==> src/rtl/cascade_counter_bank_if.sv <==
// Control and status bundle for cascade_counter_bank: step/load controls in,
// digit values and chain flags out.
interface cascade_counter_bank_if #(
  parameter int N_DIGITS = 4
);
  logic                  ce;
  logic                  up;
  logic                  sat;
  logic                  load;
  logic [4*N_DIGITS-1:0] load_val;
  logic [4*N_DIGITS-1:0] digits;
  logic [N_DIGITS-1:0]   tc_vec;
  logic                  tc;
  logic                  ceo;
  logic                  tick;

  modport master (
    output ce, up, sat, load, load_val,
    input  digits, tc_vec, tc, ceo, tick
  );

  modport slave (
    input  ce, up, sat, load, load_val,
    output digits, tc_vec, tc, ceo, tick
  );
endinterface

==> src/rtl/cascade_counter_bank.sv <==
// Chain of radix-RADIX digit counters on one clock, stepped by a prescaler tick,
// with up/down, clamped parallel load and wrap/saturate at the chain ends.
module cascade_counter_bank #(
  parameter int N_DIGITS  = 4,
  parameter int RADIX     = 10,
  parameter int DIV_WIDTH = 20
) (
  input  logic                   sys_clk,
  input  logic                   clr,
  cascade_counter_bank_if.slave  bus
);

  localparam logic [3:0] DIGIT_MAX = 4'(RADIX - 1);

  logic [DIV_WIDTH-1:0]       pre_q, pre_d;
  logic [N_DIGITS-1:0][3:0]   digits_q, digits_d;
  logic [N_DIGITS-1:0]        tc_vec;
  logic                       tick;
  logic                       tc;
  logic                       step;

  // NOTE: every always_comb output gets a default before any branch, so no path leaves it unassigned (no latch).
  always_comb begin
    tick  = &pre_q;
    pre_d = pre_q + DIV_WIDTH'(1);
    for (int i = 0; i < N_DIGITS; i++) begin
      tc_vec[i] = bus.up ? (digits_q[i] == DIGIT_MAX) : (digits_q[i] == 4'd0);
    end
    tc   = &tc_vec;
    step = bus.ce & tick & ~bus.load & ~clr;
  end

  always_comb begin
    logic carry;
    digits_d = digits_q;
    // A saturated chain end blocks the carry into digit 0, freezing the whole chain.
    carry    = step & ~(bus.sat & tc);
    if (bus.load) begin
      for (int i = 0; i < N_DIGITS; i++) begin
        digits_d[i] = (bus.load_val[4*i +: 4] > DIGIT_MAX) ? DIGIT_MAX : bus.load_val[4*i +: 4];
      end
    end else begin
      for (int i = 0; i < N_DIGITS; i++) begin
        if (carry) begin
          if (bus.up) begin
            digits_d[i] = (digits_q[i] == DIGIT_MAX) ? 4'd0 : digits_q[i] + 4'd1;
          end else begin
            digits_d[i] = (digits_q[i] == 4'd0) ? DIGIT_MAX : digits_q[i] - 4'd1;
          end
        end
        carry = carry & tc_vec[i];
      end
    end
  end

  // NOTE: sequential state uses non-blocking assignments so all registers update together at the edge.
  always_ff @(posedge sys_clk) begin
    if (clr) begin
      pre_q    <= '0;
      digits_q <= '0;
    end else begin
      pre_q    <= pre_d;
      digits_q <= digits_d;
    end
  end

  assign bus.digits = digits_q;
  assign bus.tc_vec = tc_vec;
  assign bus.tc     = tc;
  assign bus.ceo    = step & tc & ~bus.sat;
  assign bus.tick   = tick;

endmodule

==> src/flat_wrapper.sv <==
// flat-port wrapper written by rule: the top's interface ports become plain ports
module cascade_counter_bank_flat 
#(
  parameter int N_DIGITS  = 4,
  parameter int RADIX     = 10,
  parameter int DIV_WIDTH = 20
)
  (sys_clk, clr, bus_ce, bus_up, bus_sat, bus_load, bus_load_val, bus_digits, bus_tc_vec, bus_tc, bus_ceo, bus_tick);
  cascade_counter_bank_if #(.N_DIGITS(N_DIGITS)) bus_i ();
  input  logic sys_clk;
  input  logic clr;
  input wire logic [$bits(bus_i.ce)-1:0] bus_ce;
  input wire logic [$bits(bus_i.up)-1:0] bus_up;
  input wire logic [$bits(bus_i.sat)-1:0] bus_sat;
  input wire logic [$bits(bus_i.load)-1:0] bus_load;
  input wire logic [$bits(bus_i.load_val)-1:0] bus_load_val;
  output wire logic [$bits(bus_i.digits)-1:0] bus_digits;
  output wire logic [$bits(bus_i.tc_vec)-1:0] bus_tc_vec;
  output wire logic [$bits(bus_i.tc)-1:0] bus_tc;
  output wire logic [$bits(bus_i.ceo)-1:0] bus_ceo;
  output wire logic [$bits(bus_i.tick)-1:0] bus_tick;
  assign bus_i.ce = bus_ce;
  assign bus_i.up = bus_up;
  assign bus_i.sat = bus_sat;
  assign bus_i.load = bus_load;
  assign bus_i.load_val = bus_load_val;
  assign bus_digits = bus_i.digits;
  assign bus_tc_vec = bus_i.tc_vec;
  assign bus_tc = bus_i.tc;
  assign bus_ceo = bus_i.ceo;
  assign bus_tick = bus_i.tick;
  cascade_counter_bank #(.N_DIGITS(N_DIGITS), .RADIX(RADIX), .DIV_WIDTH(DIV_WIDTH)) u_core (.sys_clk(sys_clk), .clr(clr), .bus(bus_i));
endmodule
==> config.mk <==
export PLATFORM = sky130hd
export DESIGN_NAME = cascade_counter_bank_flat
export DESIGN_NICKNAME = d
export VERILOG_FILES = /design/src/rtl/cascade_counter_bank_if.sv /design/src/rtl/cascade_counter_bank.sv /design/src/flat_wrapper.sv
export SDC_FILE = /design/constraint.sdc
export NUM_CORES = 1
export LEC_CHECK = 0
export BUFFER_PORTS_ARGS = -buffer_cell sky130_fd_sc_hd__buf_2
export CAP_MARGIN = 40
export CORE_AREA = 2 2 83 85
export CTS_CLUSTER_DIAMETER = 60
export DETAILED_ROUTE_END_ITERATION = 8
export DIE_AREA = 0 0 85 87
export GPL_TIMING_DRIVEN = 0
export SETUP_SLACK_MARGIN = 0.02
export SLEW_MARGIN = 20
export SYNTH_ARGS = -nofsm -noshare
export SYNTH_HDL_FRONTEND = slang
export SYNTH_SLANG_ARGS = --single-unit
export TNS_END_PERCENT = 10
==> constraint.sdc <==
create_clock -name sys_clk -period 2.4 [get_ports sys_clk]
set_input_delay 0.12 -clock sys_clk [delete_from_list [all_inputs] [get_ports sys_clk]]
set_output_delay 0.12 -clock sys_clk [all_outputs]
set_load 0.05 [all_outputs]
# [Word-level counts from Yosys, hierarchy flattened]
# Index checks and enable logic that the tools add are counted.
[word_totals] output_inout_bits=23 register_bits=36 in_bits=22
[classes] n_addsub=9 n_reduce_logical=10 n_mux=25 n_bitwise=14 n_lt_le_gt_ge=4 n_eq_ne=4
[ops] operator="4-bit two-way mux" count=20
[ops] operator="20-bit by 1-bit adder with 20-bit output, second input constant" count=1
[ops] operator="20-bit AND reduction" count=1
[ops] operator="4-bit by 1-bit adder with 4-bit output, second input constant" count=4
[ops] operator="4-bit equality test, second input constant" count=4
[ops] operator="4-bit greater-than comparator, second input constant" count=4
[ops] operator="4-bit logical NOT" count=4
[ops] operator="16-bit two-way mux" count=1
[ops] operator="4-bit by 1-bit subtractor with 4-bit output, second input constant" count=4
[ops] operator="1-bit bitwise AND" count=10
[ops] operator="2-bit nonzero test" count=4
[ops] operator="1-bit two-way mux" count=4
[ops] operator="1-bit NOT" count=4
[ops] operator="4-bit AND reduction" count=1

# [Longest topological paths before layout]
[logic_depth] ltp_word=11 mapped_depth=8

# [Worst setup path before layout]
# OpenSTA, ideal clock, no wires.
[synth_path] kind="register to output" from="register u_core.digits_q, in the netlist u_core.bus.digits[15]" to="output bus_ceo" stages_incl_launch_ff=5 arrival_ps=3570 slack_ps=-1290 cell_sequence="dfxtp_1 > or3_1 > a211oi_1 > nand2_1 > nor3_1"
[synth_via] elab_chain_len=5 elab_cells_between_ends=6 cone_classes="eq/ne (1); mux (1); bitwise (2); reduce/logical (2)"
[synth_rtl] item="from (decl)" line="cascade_counter_bank.sv:16" rtl="logic [N_DIGITS-1:0][3:0] digits_q, digits_d;"
[synth_rtl] item="from (signal assigned)" line="cascade_counter_bank.sv:63" rtl="digits_q <= digits_d;"
[synth_rtl] item="4-bit equality test or 4-bit logical NOT (tied branches)" line="cascade_counter_bank.sv:27" rtl="tc_vec[i] = bus.up ? (digits_q[i] == DIGIT_MAX) : (digits_q[i] == 4'd0);"
[synth_rtl] item="1-bit two-way mux *" line="cascade_counter_bank.sv:27"
[synth_rtl] item="via bus_tc_vec[3]" line="flat_wrapper.sv:18" rtl="output wire logic [$bits(bus_i.tc_vec)-1:0] bus_tc_vec;"
[synth_rtl] item="4-bit AND reduction *" line="cascade_counter_bank.sv:29" rtl="tc = &tc_vec;"
[synth_rtl] item="1-bit bitwise AND * (2 in series)" line="cascade_counter_bank.sv:70" rtl="assign bus.ceo = step & tc & ~bus.sat;"
[synth_rtl] item="to (decl)" line="flat_wrapper.sv:20" rtl="output wire logic [$bits(bus_i.ceo)-1:0] bus_ceo;"
# The timed path passes the listed nets; every way through them passes the cells marked *.

# [Worst setup path in the final report]
[layout_path] from="register u_core.digits_q, in the netlist u_core.bus.digits[4]" to="register u_core.digits_q, in the netlist u_core.bus.digits[5]"
[layout_via] elab_chain_len=8 elab_cells_between_ends=16 cone_classes="add/sub (2); eq/ne (1); mux (6); bitwise (4); reduce/logical (3)"
[layout_rtl] item="4-bit equality test or 4-bit logical NOT (tied branches)" line="cascade_counter_bank.sv:27, cascade_counter_bank.sv:46, cascade_counter_bank.sv:48"
[layout_rtl] item="1-bit two-way mux" line="cascade_counter_bank.sv:27"
[layout_rtl] item="4-bit AND reduction" line="cascade_counter_bank.sv:29"
[layout_rtl] item="1-bit bitwise AND" line="cascade_counter_bank.sv:37" rtl="carry = step & ~(bus.sat & tc);"
[layout_rtl] item="1-bit NOT" line="cascade_counter_bank.sv:37"
[layout_rtl] item="1-bit bitwise AND" line="cascade_counter_bank.sv:37"
[layout_rtl] item="1-bit bitwise AND" line="cascade_counter_bank.sv:51" rtl="carry = carry & tc_vec[i];"
[layout_rtl] item="2-bit nonzero test (no source line)"
# Several ways; a longest one is shown, not always the timed one. The select of a mux whose other input is x is not followed.
# A chain may end at the register's enable or synchronous reset.

==> flow_summary_export.csv <==
group,metric,value,unit
floorplan,dieArea,7395,µm²
synth,synth.cell_area,2452,µm²
timing,fin_skew,9.151,ps
placed_design,pre_cts_ws,64.23,ps
clock_tree,cts_root_buf,"clkbuf_8",
global_route,antenna_found_initial,0,
synth,synth_fa_ha_area_share,0.5102,%
floorplan,die_h,87,µm
hold_path,hold_depth,2,
detailed_routing,drtAntennaViolNets,0,
synth,synth_xor_area_share,8.571,%
critical_path,critPathLaunchType,"register",
hold_path,hp-class,"primary input to register",
clock_tree,htreeDepth,2,
synth,synthMuxAreaShare,0.8673,%
layout,drive_gt1_share,21.01,%
synth,postSynthCellCount,323,
layout,mostFrequentLayoutCells,"45 x buf_2, 41 x nor2_1, 34 x dfxtp_1",
timing,relSlewSlack,44.51,%
clock_tree,clk_pin_slew,80,ps
floorplan,row_count,30,
synth,yosys.cell_types.count,55,
critical_path,reg2reg_depth,7,
placed_design,gp_congestion,0.8334,
power_and_ir_drop,power_density,500.6,nW/µm²
clock_tree,cts_tree,"done",
power_and_ir_drop,p_leak,0.001137,µW
synth,ys_ff_latch,36,
layout,mostFrequentLayoutCell,"buf_2",
critical_path,path_class,"register to register",
global_route,grt_pass1_wl,10.77,mm
layout,diodes,0,
placed_design,post-dp-hpwl,4.865,mm
timing,drv_slew,0,
global_route,grt.overflow.total,0,
job,maxCapViolations,0,
timing,hold_viol_final,0,
synth,synth.net_count,346,
timing,period_needed,2242,ps
global_route,grt_pass1_vias,2271,
detailed_routing,drt-initial-drc-count,134,
detailed_routing,drt-vias-per-instance,5.634,
detailed_routing,drc,0,
synth,synth_compound_area_share,21.33,%
floorplan,core,6569,µm²
detailed_routing,totalWireLength,6.701,mm
timing,worst_pin_slew,824.7,ps
synth,yosysSeqAreaShare,29.39,%
synth,ys_warn_count,0,
synth,avgSynthCellArea,7.592,µm²
timing,tns,0,ps
global_route,grt_max_degree,13,
detailed_routing,vias,2569,
critical_path,crit_arrival,2430,ps
clock_tree,clkLatencyLatePin,290,ps
power_and_ir_drop,totalPowerFinal,1458,µW
run_status,status,"finished clean",
synth,yosys.area_share.simple,33.37,%
critical_path,crit_fanout,10,
timing,fin_crit_sh,93.43,%
placed_design,io_buffers,42,
synth,synth_top_family_by_area,"simple AND/OR/NAND/NOR gates",
layout,syn_to_final_growth,18.72,%
clock_tree,cts_sinks,36,
timing,rsz0062_at_grt,"yes",
layout,fillers,661,
timing,setup_viol,0,
clock_tree,cts_buffer_depth,2,
detailed_routing,drt_pre_antenna_iters,4,
layout,num-nets-final,398,
floorplan,ioPinCount,45,
synth,synth_edf_count,0,
critical_path,rrSetupSlack,160,ps
synth,synthFlopType,"dfxtp_1",
critical_path,cp-end-kind,"register",
clock_tree,ctsHoldBuffers,0,
floorplan,die_w,85,µm
power_and_ir_drop,ir_drop,272.7,µV
clock_tree,cts_inserted_buffers,5,
floorplan,start_util,37.33,%
detailed_routing,wl_per_cell,14.70,µm
global_route,grt_use_total,18.21,%
timing,fmax,446.0,MHz
critical_path,cp.required,2590,ps
synth,synthArstFlopShare,0,%
timing,timing.final.ws_setup,157.6,ps
-- final cells by class --
class / instances / area (µm²) / area share (%)
Multi-Input combinational cell: 251 / 1620 / 55.65
Tap cell: 80 / 100.1 / 3.438
Sequential cell: 36 / 723.2 / 24.84
Clock buffer: 5 / 68.82 / 2.364
Clock inverter: 3 / 18.77 / 0.6446
Buffer: 25 / 106.4 / 3.653
Timing Repair Buffer: 45 / 232.7 / 7.993
Inverter: 11 / 41.29 / 1.418
-- routing by layer --
metal,wire length [µm],share of wire (%),GRT usage (%),vias up
li1,-,-,-,1283
met1,3061,46,23.30,1207
met2,3205,48,30.11,70
met3,346,5.2,4.929,9
met4,87,1.3,5.339,0
met5,0,0,0,-
-- critical path, cell delays in order, from the launching register on --
cell	delay, ps
dfxtp_2	350
clkbuf_1	300
nor3_1	110
o21ai_1	450
inv_2	140
nand4_1	220
nand3_1	220
a2111oi_2	330
-- cell usage after synthesis, types with 4 or more instances --
library cell | count | area (µm²)
nand2_1 | 22 | 82.58
dfxtp_1 | 36 | 720.7
a31oi_1 | 4 | 25.02
and3_1 | 4 | 25.02
o21ai_0 | 19 | 95.09
nor3_1 | 13 | 65.06
or3_1 | 6 | 37.54
nand3_1 | 18 | 90.09
and4_1 | 4 | 35.03
nor2b_1 | 6 | 37.54
inv_1 | 11 | 41.29
nor2_1 | 41 | 153.9
a21oi_1 | 11 | 55.05
or2_2 | 4 | 25.02
xor2_1 | 16 | 140.1
nor4_1 | 5 | 31.28
clkbuf_1 | 18 | 67.56
nand4_1 | 8 | 50.05
a311oi_1 | 6 | 52.55
a211oi_1 | 6 | 45.04
xnor2_1 | 8 | 70.07
-- sequential cells by signal (all words and copies together), names as in the netlist --
name	count
u_core.pre_q	20
u_core.bus.digits	16
-- final timing paths --
check,startpoint,end
setup / recovery,u_core.bus.digits[4]$_SDFFE_PP0P_,u_core.bus.digits[5]$_SDFFE_PP0P_
hold reg to reg,u_core.pre_q[0]$_SDFF_PP0_,u_core.pre_q[0]$_SDFF_PP0_
hold / removal,clr,u_core.bus.digits[5]$_SDFFE_PP0P_
setup reg to reg,u_core.bus.digits[4]$_SDFFE_PP0P_,u_core.bus.digits[5]$_SDFFE_PP0P_
-- power by group --
part / switching [µW] / total (µW) / internal [µW]
combinational: 251 / 367 / 115
sequential: 21.4 / 640 / 619
clock: 248 / 451 / 203
total: 520 / 1460 / 937
-- what timing repair did --
item	4_1_cts	5_1_grt
cloned	0	0
setup endpoints to repair	1	3
buffers inserted	3	0
pin swaps	1	0
resized for setup	0	2
-- stage by stage --
step	cell area, µm²	std cells	util [%]	hold WS (ps)
2_1_floorplan	2490	323	-	275.2
3_3_place_gp	2800	445	42.63	351.6
3_5_place_dp	2800	445	42.63	352.0
4_1_cts	2910	456	44.30	43.41
5_1_grt	2912	456	44.32	45.11
6_report	2912	456	44.32	47.48
-- cell families after synthesis --
group	Yosys count
AOI/OAI and AO/OA	76
xor gates and xnor gates	24
adders and majority gates	1
buffers and inverters	36
DFF	36
muxes	2
and+or+nand+nor	148
Power figures use the tool's default switching activity.
